<file path="src/rtl/num_scan_pkg.sv">
// Shared types and constants for the range-scan controller.
// State encoding, counter width, multiple-slice indices; mul_cnt is built only with NUM_SCAN_HIST_EN.
package num_scan_pkg;

  typedef enum logic [1:0] {
    ST_IDLE = 2'd0,
    ST_SCAN = 2'd1,
    ST_DONE = 2'd2
  } state_t;

  localparam int CNT_W = 5;
  localparam int N_MUL = 5;
  localparam int MUL_W = CNT_W * N_MUL;

  localparam int M2  = 0;
  localparam int M3  = 1;
  localparam int M5  = 2;
  localparam int M7  = 3;
  localparam int M11 = 4;

  function automatic int mul_lsb(input int idx);
    return idx * CNT_W;
  endfunction

endpackage

</file>
<file path="src/rtl/num_scan_ctrl_classify.sv">
// Combinational 4-bit prime/multiple classifier (zero is in no set).
// Ports: val in 4; is_prime out 1; mul out 5 (x2,x3,x5,x7,x11).
module num_classify
  import num_scan_pkg::*;
(
  input  logic [3:0]       val,
  output logic             is_prime,
  output logic [N_MUL-1:0] mul
);

  always_comb begin
    is_prime = val inside {4'd2, 4'd3, 4'd5, 4'd7, 4'd11, 4'd13};
    mul      = '0;
    mul[M2]  = (val != 4'd0) && !val[0];
    mul[M3]  = val inside {4'd3, 4'd6, 4'd9, 4'd12, 4'd15};
    mul[M5]  = val inside {4'd5, 4'd10, 4'd15};
    mul[M7]  = val inside {4'd7, 4'd14};
    mul[M11] = (val == 4'd11);
  end

endmodule

</file>
<file path="src/rtl/num_scan_ctrl.sv">
// Range-scan controller: sweeps [lo,hi] through num_classify, accumulating results.
// Ports: clk, reset, start, abort, lo, hi in; busy, done, err, prime_cnt, last_prime,
// last_valid, mul_cnt out. Macro NUM_SCAN_HIST_EN builds the multiple counters.
module num_scan_ctrl
  import num_scan_pkg::*;
(
  input  logic             clk,
  input  logic             reset,
  input  logic             start,
  input  logic             abort,
  input  logic [3:0]       lo,
  input  logic [3:0]       hi,
  output logic             busy,
  output logic             done,
  output logic             err,
  output logic [CNT_W-1:0] prime_cnt,
  output logic [3:0]       last_prime,
  output logic             last_valid,
  output logic [MUL_W-1:0] mul_cnt
);

  state_t           state;
  logic [3:0]       cur;
  logic [3:0]       hi_q;
  logic             is_prime;
  logic [N_MUL-1:0] mul;

  num_classify u_cls (
    .val      (cur),
    .is_prime (is_prime),
    .mul      (mul)
  );

  always_ff @(posedge clk or posedge reset) begin
    if (reset) begin
      state      <= ST_IDLE;
      cur        <= '0;
      hi_q       <= '0;
      busy       <= 1'b0;
      done       <= 1'b0;
      err        <= 1'b0;
      prime_cnt  <= '0;
      last_prime <= '0;
      last_valid <= 1'b0;
    end else begin
      unique case (state)
        ST_IDLE: begin
          if (start) begin
            hi_q       <= hi;
            cur        <= lo;
            prime_cnt  <= '0;
            last_prime <= '0;
            last_valid <= 1'b0;
            if (lo <= hi) begin
              state <= ST_SCAN;
              busy  <= 1'b1;
              err   <= 1'b0;
            end else begin
              state <= ST_DONE;
              done  <= 1'b1;
              err   <= 1'b1;
            end
          end
        end
        ST_SCAN: begin
          // abort drops the current value uncounted
          if (abort) begin
            state <= ST_IDLE;
            busy  <= 1'b0;
          end else begin
            if (is_prime) begin
              prime_cnt  <= prime_cnt + CNT_W'(1);
              last_prime <= cur;
              last_valid <= 1'b1;
            end
            // compare to hi so hi=15 ends without wrap
            if (cur == hi_q) begin
              state <= ST_DONE;
              busy  <= 1'b0;
              done  <= 1'b1;
            end else begin
              cur <= cur + 4'd1;
            end
          end
        end
        ST_DONE: begin
          done  <= 1'b0;
          state <= ST_IDLE;
        end
        default: begin
          state <= ST_IDLE;
          busy  <= 1'b0;
          done  <= 1'b0;
        end
      endcase
    end
  end

`ifdef NUM_SCAN_HIST_EN
  logic             accept;
  logic             eval;
  logic [MUL_W-1:0] mul_q;

  assign accept = (state == ST_IDLE) && start;
  assign eval   = (state == ST_SCAN) && !abort;

  always_ff @(posedge clk or posedge reset) begin
    if (reset) begin
      mul_q <= '0;
    end else if (accept) begin
      mul_q <= '0;
    end else if (eval) begin
      for (int i = 0; i < N_MUL; i++) begin
        if (mul[i]) begin
          mul_q[mul_lsb(i) +: CNT_W] <=
            mul_q[mul_lsb(i) +: CNT_W] + CNT_W'(1);
        end
      end
    end
  end

  assign mul_cnt = mul_q;
`else
  logic unused_mul;

  assign unused_mul = ^mul;
  assign mul_cnt    = '0;
`endif

endmodule

</file>
<file path="config.mk">
export PLATFORM = sky130hd
export DESIGN_NAME = num_scan_ctrl
export DESIGN_NICKNAME = d
export VERILOG_FILES = /design/src/rtl/num_scan_pkg.sv /design/src/rtl/num_scan_ctrl_classify.sv /design/src/rtl/num_scan_ctrl.sv
export SDC_FILE = /design/constraint.sdc
export NUM_CORES = 1
export LEC_CHECK = 0
export CAP_MARGIN = 20
export CORE_MARGIN = 1.5
export CORE_UTILIZATION = 50
export DETAILED_ROUTE_END_ITERATION = 12
export DONT_BUFFER_PORTS = 1
export PLACE_DENSITY_LB_ADDON = 0.05
export SLEW_MARGIN = 20
export SYNTH_ARGS = -nofsm -noshare
export SYNTH_HDL_FRONTEND = slang
export SYNTH_SLANG_ARGS = --single-unit
</file>
<file path="constraint.sdc">
create_clock -name clk -period 2.09 [get_ports clk]
set_clock_uncertainty 0.1 [all_clocks]
set_input_delay 0.209 -clock clk [delete_from_list [all_inputs] [get_ports clk]]
set_output_delay 0.209 -clock clk [all_outputs]
set_load 0.05 [all_outputs]
</file>
## Word level (Yosys, flattened, before mapping)

Cells that the tools add are included.

- Output and inout bits: 38
- Bits of input ports: 12
- Flip-flop bits (word level): 23

- Bitwise gates (word level): 1
- Reduce and logical (&&, ||, !) cells: 9
- Order comparisons: 1
- Mux-type cells: 32
- Add/subtract/negate cells: 2
- Equality and inequality tests: 17

Operators by type and width:

| operator | number |
|---|---|
| $mux W4 | 6 |
| $pmux W4 S2 | 2 |
| $reduce_and A4 Y1 | 4 |
| $mux W5 | 3 |
| $ne A2 B2 Y1 const B | 7 |
| $mux W1 | 12 |
| $pmux W5 S2 | 1 |
| $eq A4 B2 Y1 const B | 2 |
| $eq A4 B3 Y1 const B | 2 |
| $eq A4 B4 Y1 const B | 2 |
| $mux W2 | 4 |
| $reduce_bool A6 Y1 | 1 |
| $add A5 B1 Y5 const B | 1 |
| $add A4 B1 Y4 const B | 1 |
| $eq A4 B4 Y1 | 1 |
| $le A4 B4 Y1 | 1 |
| $pmux W1 S2 | 2 |
| $pmux W2 S2 | 1 |
| $reduce_and A2 Y1 | 2 |
| $ne A3 B3 Y1 const B | 1 |
| $pmux W1 S3 | 1 |
| $eq A2 B1 Y1 const B | 1 |
| $eq A2 B2 Y1 const B | 1 |
| $logic_not A2 Y1 | 1 |
| 2 further kinds | 2 |

## Logic depth before layout (Yosys ltp)

Gate-level depths: netlist of the first run.

- Word-level depth: 5
- Mapped depth: 6
- Mapped depth without buffers: 6

## Modules after synthesis

From an unflattened synthesis of the first run, not the netlist that was laid out.

- Cells, all modules: 168
- Area, all modules: 1,556.5 um^2

Modules (own cells, without submodules):

| module | times used | cells each | area each (um^2) |
|---|---|---|---|
| num_scan_ctrl | 1 | 149 | 1,421.4 |
| num_classify | 1 | 19 | 135.1 |

## Worst setup path after synthesis of the first run

Ideal clock, no wire load.

- Path kind: reg2reg
- Start: register cur[0]
- End: register last_prime[0]
- Setup slack: 0.297 ns
- Setup time: 0.125 ns
- Stages on the path, launching flop included: 7
- Buffers on the path: 0
- Arrival time: 1.569 ns
- Period minus slack after synthesis: 1.793 ns
- Cells stage by stage: dfrtp_1 -> inv_1 -> ha_1 -> nand2b_1 -> a21o_1 -> a31oi_4 -> mux2_2

- Word-level cells in the longest chain between the ends: 4

RTL lines:

| item | line | RTL |
|---|---|---|
| start, declared | num_scan_ctrl.sv:23 | `logic [3:0] cur;` |
| start signal, assigned | num_scan_ctrl.sv:50 | `cur <= lo;` |
| start signal, assigned | num_scan_ctrl.sv:82 | `cur <= cur + 4'd1;` |
| $eq A4 B2 Y1, or another cell as far along | num_scan_ctrl_classify.sv:12 | `is_prime = val inside {4'd2, 4'd3, 4'd5, 4'd7, 4'd11, 4'd13};` |
| $reduce_bool A6 Y1 | num_scan_ctrl_classify.sv:12 |  |
| $ne A2 B2 Y1 (no line) | - |  |
| $reduce_and A4 Y1 (no line) | - |  |
| end signal, assigned | num_scan_ctrl.sv:73 | `last_prime <= cur;` |
| end, declared | num_scan_ctrl.sv:17 | `output logic [3:0] last_prime,` |

Parallel ways exist; a longest one is shown, timed or not. The select of a mux whose other input is x is not followed.
A chain may end at the register's enable or synchronous reset.

## Worst setup path after layout of the first run

- Start: register cur[0]
- End: register last_prime[1]

- Word-level cells in the longest chain between the ends: 4

RTL lines:

| item | line |
|---|---|
| $eq A4 B2 Y1, or another cell as far along | num_scan_ctrl_classify.sv:12 |
| $reduce_bool A6 Y1 (*) | num_scan_ctrl_classify.sv:12 |
| $ne A2 B2 Y1 (no line) (*) | - |
| $reduce_and A4 Y1 (no line) (*) | - |

Every way passes the cells marked *; elsewhere a longest branch is shown, timed or not.

==> key figures, run 1 <==
Outcome
  • Status: complete, no violations

Placed design
  • Inst Count DP: 196
  • DP Area: 0.00150 mm2
  • Number of I/O port buffers: 0
  • Dpl hpwl: 2270 um
  • Final Wtd Congestion: 0.819

Layout
  • Most common cell after layout, fill and taps aside: conb_1
  • Area grow syn2layout: 2.85%
  • Most frequent cells in the layout: conb_1, dfrtp_1, nand2_1
  • Layout cells sized above 1: 9.71%
  • Nets: 196
  • Layout Cells excl Fill: 206
  • Fillers: 258
  • Final Cell Area: 0.00158 mm2
  • ANT cells: 0

Timing
  • Setup violations, final: 0
  • Worst-margin pin slew: 545 ps
  • Minimum clock period: 1980 ps
  • Setup_tns: 0 ps
  • FMAX: 506 MHz
  • Tcrit/Tclk final: 94.6%
  • RSZ-0062 raised after global routing: false
  • Max Slew Vio Count: 0
  • Max-slew headroom: 62.7%
  • Final Hold Fails: 0

Die
  • Initial Util: 54.4%
  • Die height: 58.5 um
  • Io pins: 50
  • Row count: 19
  • Die area: 0.00342 mm2
  • Die X: 58.5 um
  • Core Area: 0.00283 mm2

Synth
  • Yosys reg bits: 23
  • Gate Count Post-Synth: 166
  • Main flop type after synthesis: dfrtp_1
  • Yosys warns: 0
  • Seq/Total Area, Yosys: 37.4%
  • Syn Area/Cell: 9.27 um2
  • Distinct cells, synth: 42
  • Ys async rst share: 100%
  • Post-Syn Area: 0.00154 mm2
  • Number of enable flip-flop cells after synthesis: 0

Job
  • MaxCap Viol Count: 0

Critical path
  • R2R depth: 6
  • Crit path from: cur[0]
  • Setup CP Type: reg -> reg
  • Worst flop-to-flop path endpoint: last_prime[1]
  • Crit path arrival time: 2090 ps
  • Crit Reg-Reg Startpoint: cur[0]
  • CP Capture Type: register
  • CP Launch Type: register
  • R2R Setup Slk: 110 ps
  • Worst Setup EP: last_prime[1]
  • Worst Path Required: 2200 ps
  • Maximum fanout along the worst path: 9

GRT
  • First-pass GRT wire length: 5120 um
  • Pin count of the biggest net entering global routing: 24
  • Grt met3 use: 3.30%
  • Met2 GRT Util: 31.8%
  • Number of antenna violations at the first check in global routing: 0
  • Busiest layer in global routing: met2
  • Met1 usage: 26.2%
  • Grt total ovfl: 0
  • Total track usage: 19.4%
  • Number of global-route vias before repair: 1066

Power
  • Peak VDD IR: 0.000794 V
  • Pwr/cell area: 1440 mW/mm2
  • Static Leakage: 0.767 nW

Clock network
  • Clk buf depth: 2
  • Clock sinks: 23
  • CTS Buf Count: 3
  • CTS tree: built
  • Latest clock arrival within the worst-skew pair: 310 ps
  • Clk slew on worst S/H paths: 130 ps
  • H-tree Lvls: 1
  • Clk root buf: clkbuf_4

Drt
  • Drt drc: 0
  • DR vias: 1148
  • DR iter-0 viols: 43
  • WL/cell: 14.5 um
  • 1st-pass router iterations: 4
  • Avg Vias per Cell: 5.57
  • Post-DRT Antenna Nets: 0
  • Total Wirelength: 2990 um

Worst hold path
  • Min-delay worst type: in -> reg
[cell families (layout without fill, tap and decap cells)]
logic type,after synthesis,after routing,share of synthesized area [%]
other cells,1,25,0.244
fa+ha+maj,8,8,6.50
xor+xnor,5,5,2.85
buf+inv,46,31,18.0
mux,7,7,4.80
compound gates,32,32,15.4
flops,23,23,37.4
simple gates,44,44,14.8
[through the flow]
step	setup slack (ps)	power (mW)	util (%)	hold WS, ps
2_1_floorplan	297	1.88	-	111
3_3_place_gp	204	2.04	52.9	60.7
3_5_place_dp	138	2.06	52.9	72.7
4_1_cts	126	2.29	55.9	7.47
5_1_grt	9.26	2.45	55.9	4.56
6_report	112	2.28	55.9	15.1
[critical path, cell delays in order (launching register included)]
cell	delay (ps)
dfrtp_1	470
inv_1	140
ha_1	150
nand2b_1	60
a21o_1	250
a31oi_4	340
mux2_2	380
[layout make-up]
class,count,area (um2),share of cell area [%]
repair buffers,13,113,7.11
clock inverters,1,5.00,0.316
multi-input cells,121,776,49.0
inverters,14,52.6,3.32
flip-flops and latches,23,576,36.4
well taps,31,38.8,2.45
clock buffers,3,22.5,1.42
[sequential cells by signal, summed over array words and instances (netlist names)]
register,flops
err,1
state,2
prime_cnt,5
hi_q,4
cur,4
last_valid,1
busy,1
done,1
last_prime,4
[layer usage]
layer / part of all wire, % / vias up / routed length [um]
met5: 0 / - / 0
met4: 0.90 / 0 / 27
met3: 7.2 / 4 / 215
met2: 47 / 59 / 1410
met1: 44 / 541 / 1330
li1: - / 544 / -
[worst min-delay path by stage]
stage,from,endpoint,slack (ps),cells after the start
6_report,hi[3],hi_q[3],20,2
5_1_grt,hi[3],hi_q[3],5,2
4_1_cts,lo[1],cur[1],7,2
3_5_place_dp,reset,prime_cnt[0],70,2
3_3_place_gp,reset,prime_cnt[0],60,2
2_1_floorplan,reset,busy,110,1
[power breakdown]
group          switching [mW]  internal, mW
Combinational           0.656         0.385
Clock                   0.136        0.0715
Sequential              0.410         0.618
[cells in the mapped netlist, types with 4 or more instances]
master    number  share of area, %
nand2_1       15               3.7
ha_1           8               6.5
o21ai_0        7               2.3
nor2_1         6               1.5
nand3_1        5               1.6
buf_4         25                12
a21oi_1        5               1.6
xor2_1         4               2.3
dfrtp_1       23                37
nand2b_1       4               1.6
inv_1         14               3.4
mux2i_1        4               2.6
[repair_timing]
action | in CTS | in global routing
hold buffers | 6 | 0
gates resized for setup | 0 | 0
hold endpoints to repair | 30 | 0
setup buffers | 0 | 0
(Power assumes the default switching activity.)
==> run 2, diff against run 1 <==
--- a/config.mk
+++ b/config.mk
@@ -5,13 +5,14 @@
 export SDC_FILE = /design/constraint.sdc
 export NUM_CORES = 1
 export LEC_CHECK = 0
+export BUFFER_PORTS_ARGS = -buffer_cell sky130_fd_sc_hd__buf_2
 export CAP_MARGIN = 20
 export CORE_MARGIN = 1.5
 export CORE_UTILIZATION = 50
 export DETAILED_ROUTE_END_ITERATION = 12
-export DONT_BUFFER_PORTS = 1
 export PLACE_DENSITY_LB_ADDON = 0.05
 export SLEW_MARGIN = 20
 export SYNTH_ARGS = -nofsm -noshare
 export SYNTH_HDL_FRONTEND = slang
 export SYNTH_SLANG_ARGS = --single-unit
+export TNS_END_PERCENT = 100
==> run 2 against run 1 <==
  * Via count is 2.3% higher
  * Sequential share of layout area shrank 1.5 points
  * Worst setup slack lost 28 ps
  * Sequential cell count is the same
  * Fmax shrank 1.4%
  * Routed wire length up 3.3%
  * Power is 4.3% higher
  * Die area is the same
  * Hold slack better by 31 ps
  * Combinational power increased by 30%
  * Clock power grew 4%
  * Highest routed layer unchanged
==> key figures, run 2 (same netlist as run 1, synthesis figures left out) <==
Layout
  • Register area: 576 um2 (unchanged)
  • Max FFs per register: 5 (unchanged)
  • Most frequent cells in the layout: conb_1, buf_2, dfrtp_1
  • Nets: 214 (+9.2%)
  • Most common cell after layout, fill and taps aside: conb_1
  • Area grow syn2layout: 7.24%
  • Fillers: 251 (-2.7%)
  • Largest reg by FF count: prime_cnt
  • ANT cells: 0 (unchanged)
  • Layout cells sized above 1: 20.2% (+10 points)
  • Area occupied by multi-input gates: 776 um2 (unchanged)

Drt
  • Drt drc: 0 (unchanged)
  • Total Wirelength: 3080 um (+3.3%)
  • DR vias: 1174 (+2.3%)
  • WL/cell: 13.8 um (-5.0%)
  • Avg Vias per Cell: 5.24 (-6.0%)
  • DR iter-0 viols: 26 (-40%)
  • 1st-pass router iterations: 4 (unchanged)
  • Post-DRT Antenna Nets: 0 (unchanged)

Critical path
  • Crit path arrival time: 2120 ps (+30 ps)
  • CP Launch Type: register
  • R2R Setup Slk: 80 ps (-30 ps)
  • Maximum fanout along the worst path: 6 (-3)
  • Worst Path Required: 2200 ps (about the same)
  • CP Capture Type: register
  • Setup CP Type: reg -> reg

Timing
  • FMAX: 498 MHz (-1.4%)
  • Setup_tns: 0 ps (unchanged)
  • Final Hold Fails: 0 (unchanged)
  • Setup violations, final: 0 (unchanged)
  • Minimum clock period: 2010 ps (+28.4 ps)
  • Fin Hold WS: 46.3 ps (+31.2 ps)
  • Tcrit/Tclk final: 96.0% (+1.4 points)
  • RSZ-0062 raised after global routing: false
  • Max Slew Vio Count: 0 (unchanged)

Die
  • Row count: 19 (unchanged)
  • Die height: 58.5 um (unchanged)
  • Core Area: 0.00283 mm2 (unchanged)
  • Io pins: 50 (unchanged)
  • Initial Util: 54.4% (unchanged)
  • Die X: 58.5 um (unchanged)
  • Die area: 0.00342 mm2 (unchanged)

Clock network
  • CTS Buf Count: 3 (unchanged)
  • Post-CTS Resized: 0 (unchanged)
  • Clk slew on worst S/H paths: 140 ps (about the same)
  • H-tree Lvls: 1 (unchanged)
  • Clk buf depth: 2 (unchanged)
  • Latest clock arrival within the worst-skew pair: 320 ps (about the same)
  • Clk root buf: clkbuf_4
  • Clock sinks: 23 (unchanged)
  • CTS tree: built

Power
  • Sw Ratio: 52.6% (-0.19 points)
  • Static Leakage: 0.844 nW (+10%)
  • Net Switching: 1.25 mW (+4.0%)
  • Flop pwr share: 33.9% (-11 points)
  • Peak VDD IR: 0.000773 V (-2.6%)
  • Total Power: 2.38 mW (+4.3%)
  • Combinational power share: 57.0% (+11 points)
  • Clock power share: 9.1% (about the same)
  • Pwr/cell area: 1440 mW/mm2 (about the same)
  • Internal power: 1.13 mW (+4.8%)

GRT
  • Number of global-route vias before repair: 1148 (+7.7%)
  • Pin count of the biggest net entering global routing: 24 (unchanged)
  • Number of antenna violations at the first check in global routing: 0 (unchanged)
  • Total track usage: 20.0% (+0.51 points)
  • First-pass GRT wire length: 5200 um (+1.6%)
  • Grt total ovfl: 0 (unchanged)

Placed design
  • Number of I/O port buffers: 24 (+24)
  • Dpl hpwl: 2350 um (+3.5%)
  • Final Wtd Congestion: 0.772 (-5.8%)

Worst hold path
  • Min-delay worst type: in -> reg

Job
  • MaxCap Viol Count: 0 (unchanged)

Outcome
  • Status: complete, no violations
==> run 2: cell count changes in the layout (fill, tap and decap cells not counted) <==
cell / before / now
dlygate4sd3_1: 6 / 2
buf_2: 0 / 24
clkinv_2: 1 / 0
clkinvlp_4: 0 / 1
buf_4: 7 / 5
==> run 2: power groups by stage <==
stage                     combinational (mW)  sequential (mW)  clock [mW]
after floorplan                        0.815             1.06           0
after global placement                  1.31            0.803           0
after detailed placement                1.34            0.814           0
after CTS                               1.34            0.806       0.221
after global routing                    1.46            0.838       0.241
final                                   1.35            0.805       0.217
==> run 2: cell type report <==
type | count | share of cell area [%]
Clock buffer | 3 | 1.36
Clock inverter | 1 | 0.455
Inverter | 14 | 3.18
Multi-Input combinational cell | 121 | 47.0
Sequential cell | 23 | 34.9
Tap cell | 31 | 2.35
Timing Repair Buffer | 31 | 10.8
==> run 2: per-stage QoR <==
step	setup slack [ps]	util, %	area [um2]	std cells
after floorplan	297	-	1630	190
after global placement	160	56.6	1600	218
after detailed placement	129	56.6	1600	218
after CTS	97.9	58.3	1650	224
after global routing	5.27	58.3	1650	224
final	83.8	58.3	1650	224
==> run 2: worst max-delay path: stages (launching register included) <==
cell      delay [ps]
dfrtp_1          480
inv_1            170
ha_1             180
nand2b_1          60
a21o_1           250
a31oi_4          280
mux2_2           370
==> run 2: worst paths after layout <==
check | from | end | cells after the start
worst min-delay path | hi[3] | hi_q[3] | 3
max in group asynchronous | reset | cur[2] | 4
worst min register to register | err | err | 2
worst max register to register | cur[0] | last_prime[1] | 6
min in group asynchronous | reset | state[0] | 4
worst max-delay path | cur[0] | last_prime[1] | 6
==> run 2: metal layers <==
layer  routed length (um)  vias to the layer above  share of wire, %  GRT usage [%]
met3                  172                        6               5.6           3.08
li1                     -                      578                 -              -
met2                 1450                       45                47           33.2
met4                   34                        0               1.1           6.98
met1                 1430                      545                46           26.4
met5                    0                        -                 0              0
==> run 2: timing repair <==
item	CTS	global route
setup buffers	0	0
hold buffers	2	0
endpoints found under the hold margin	24	0
setup endpoints to repair	0	0
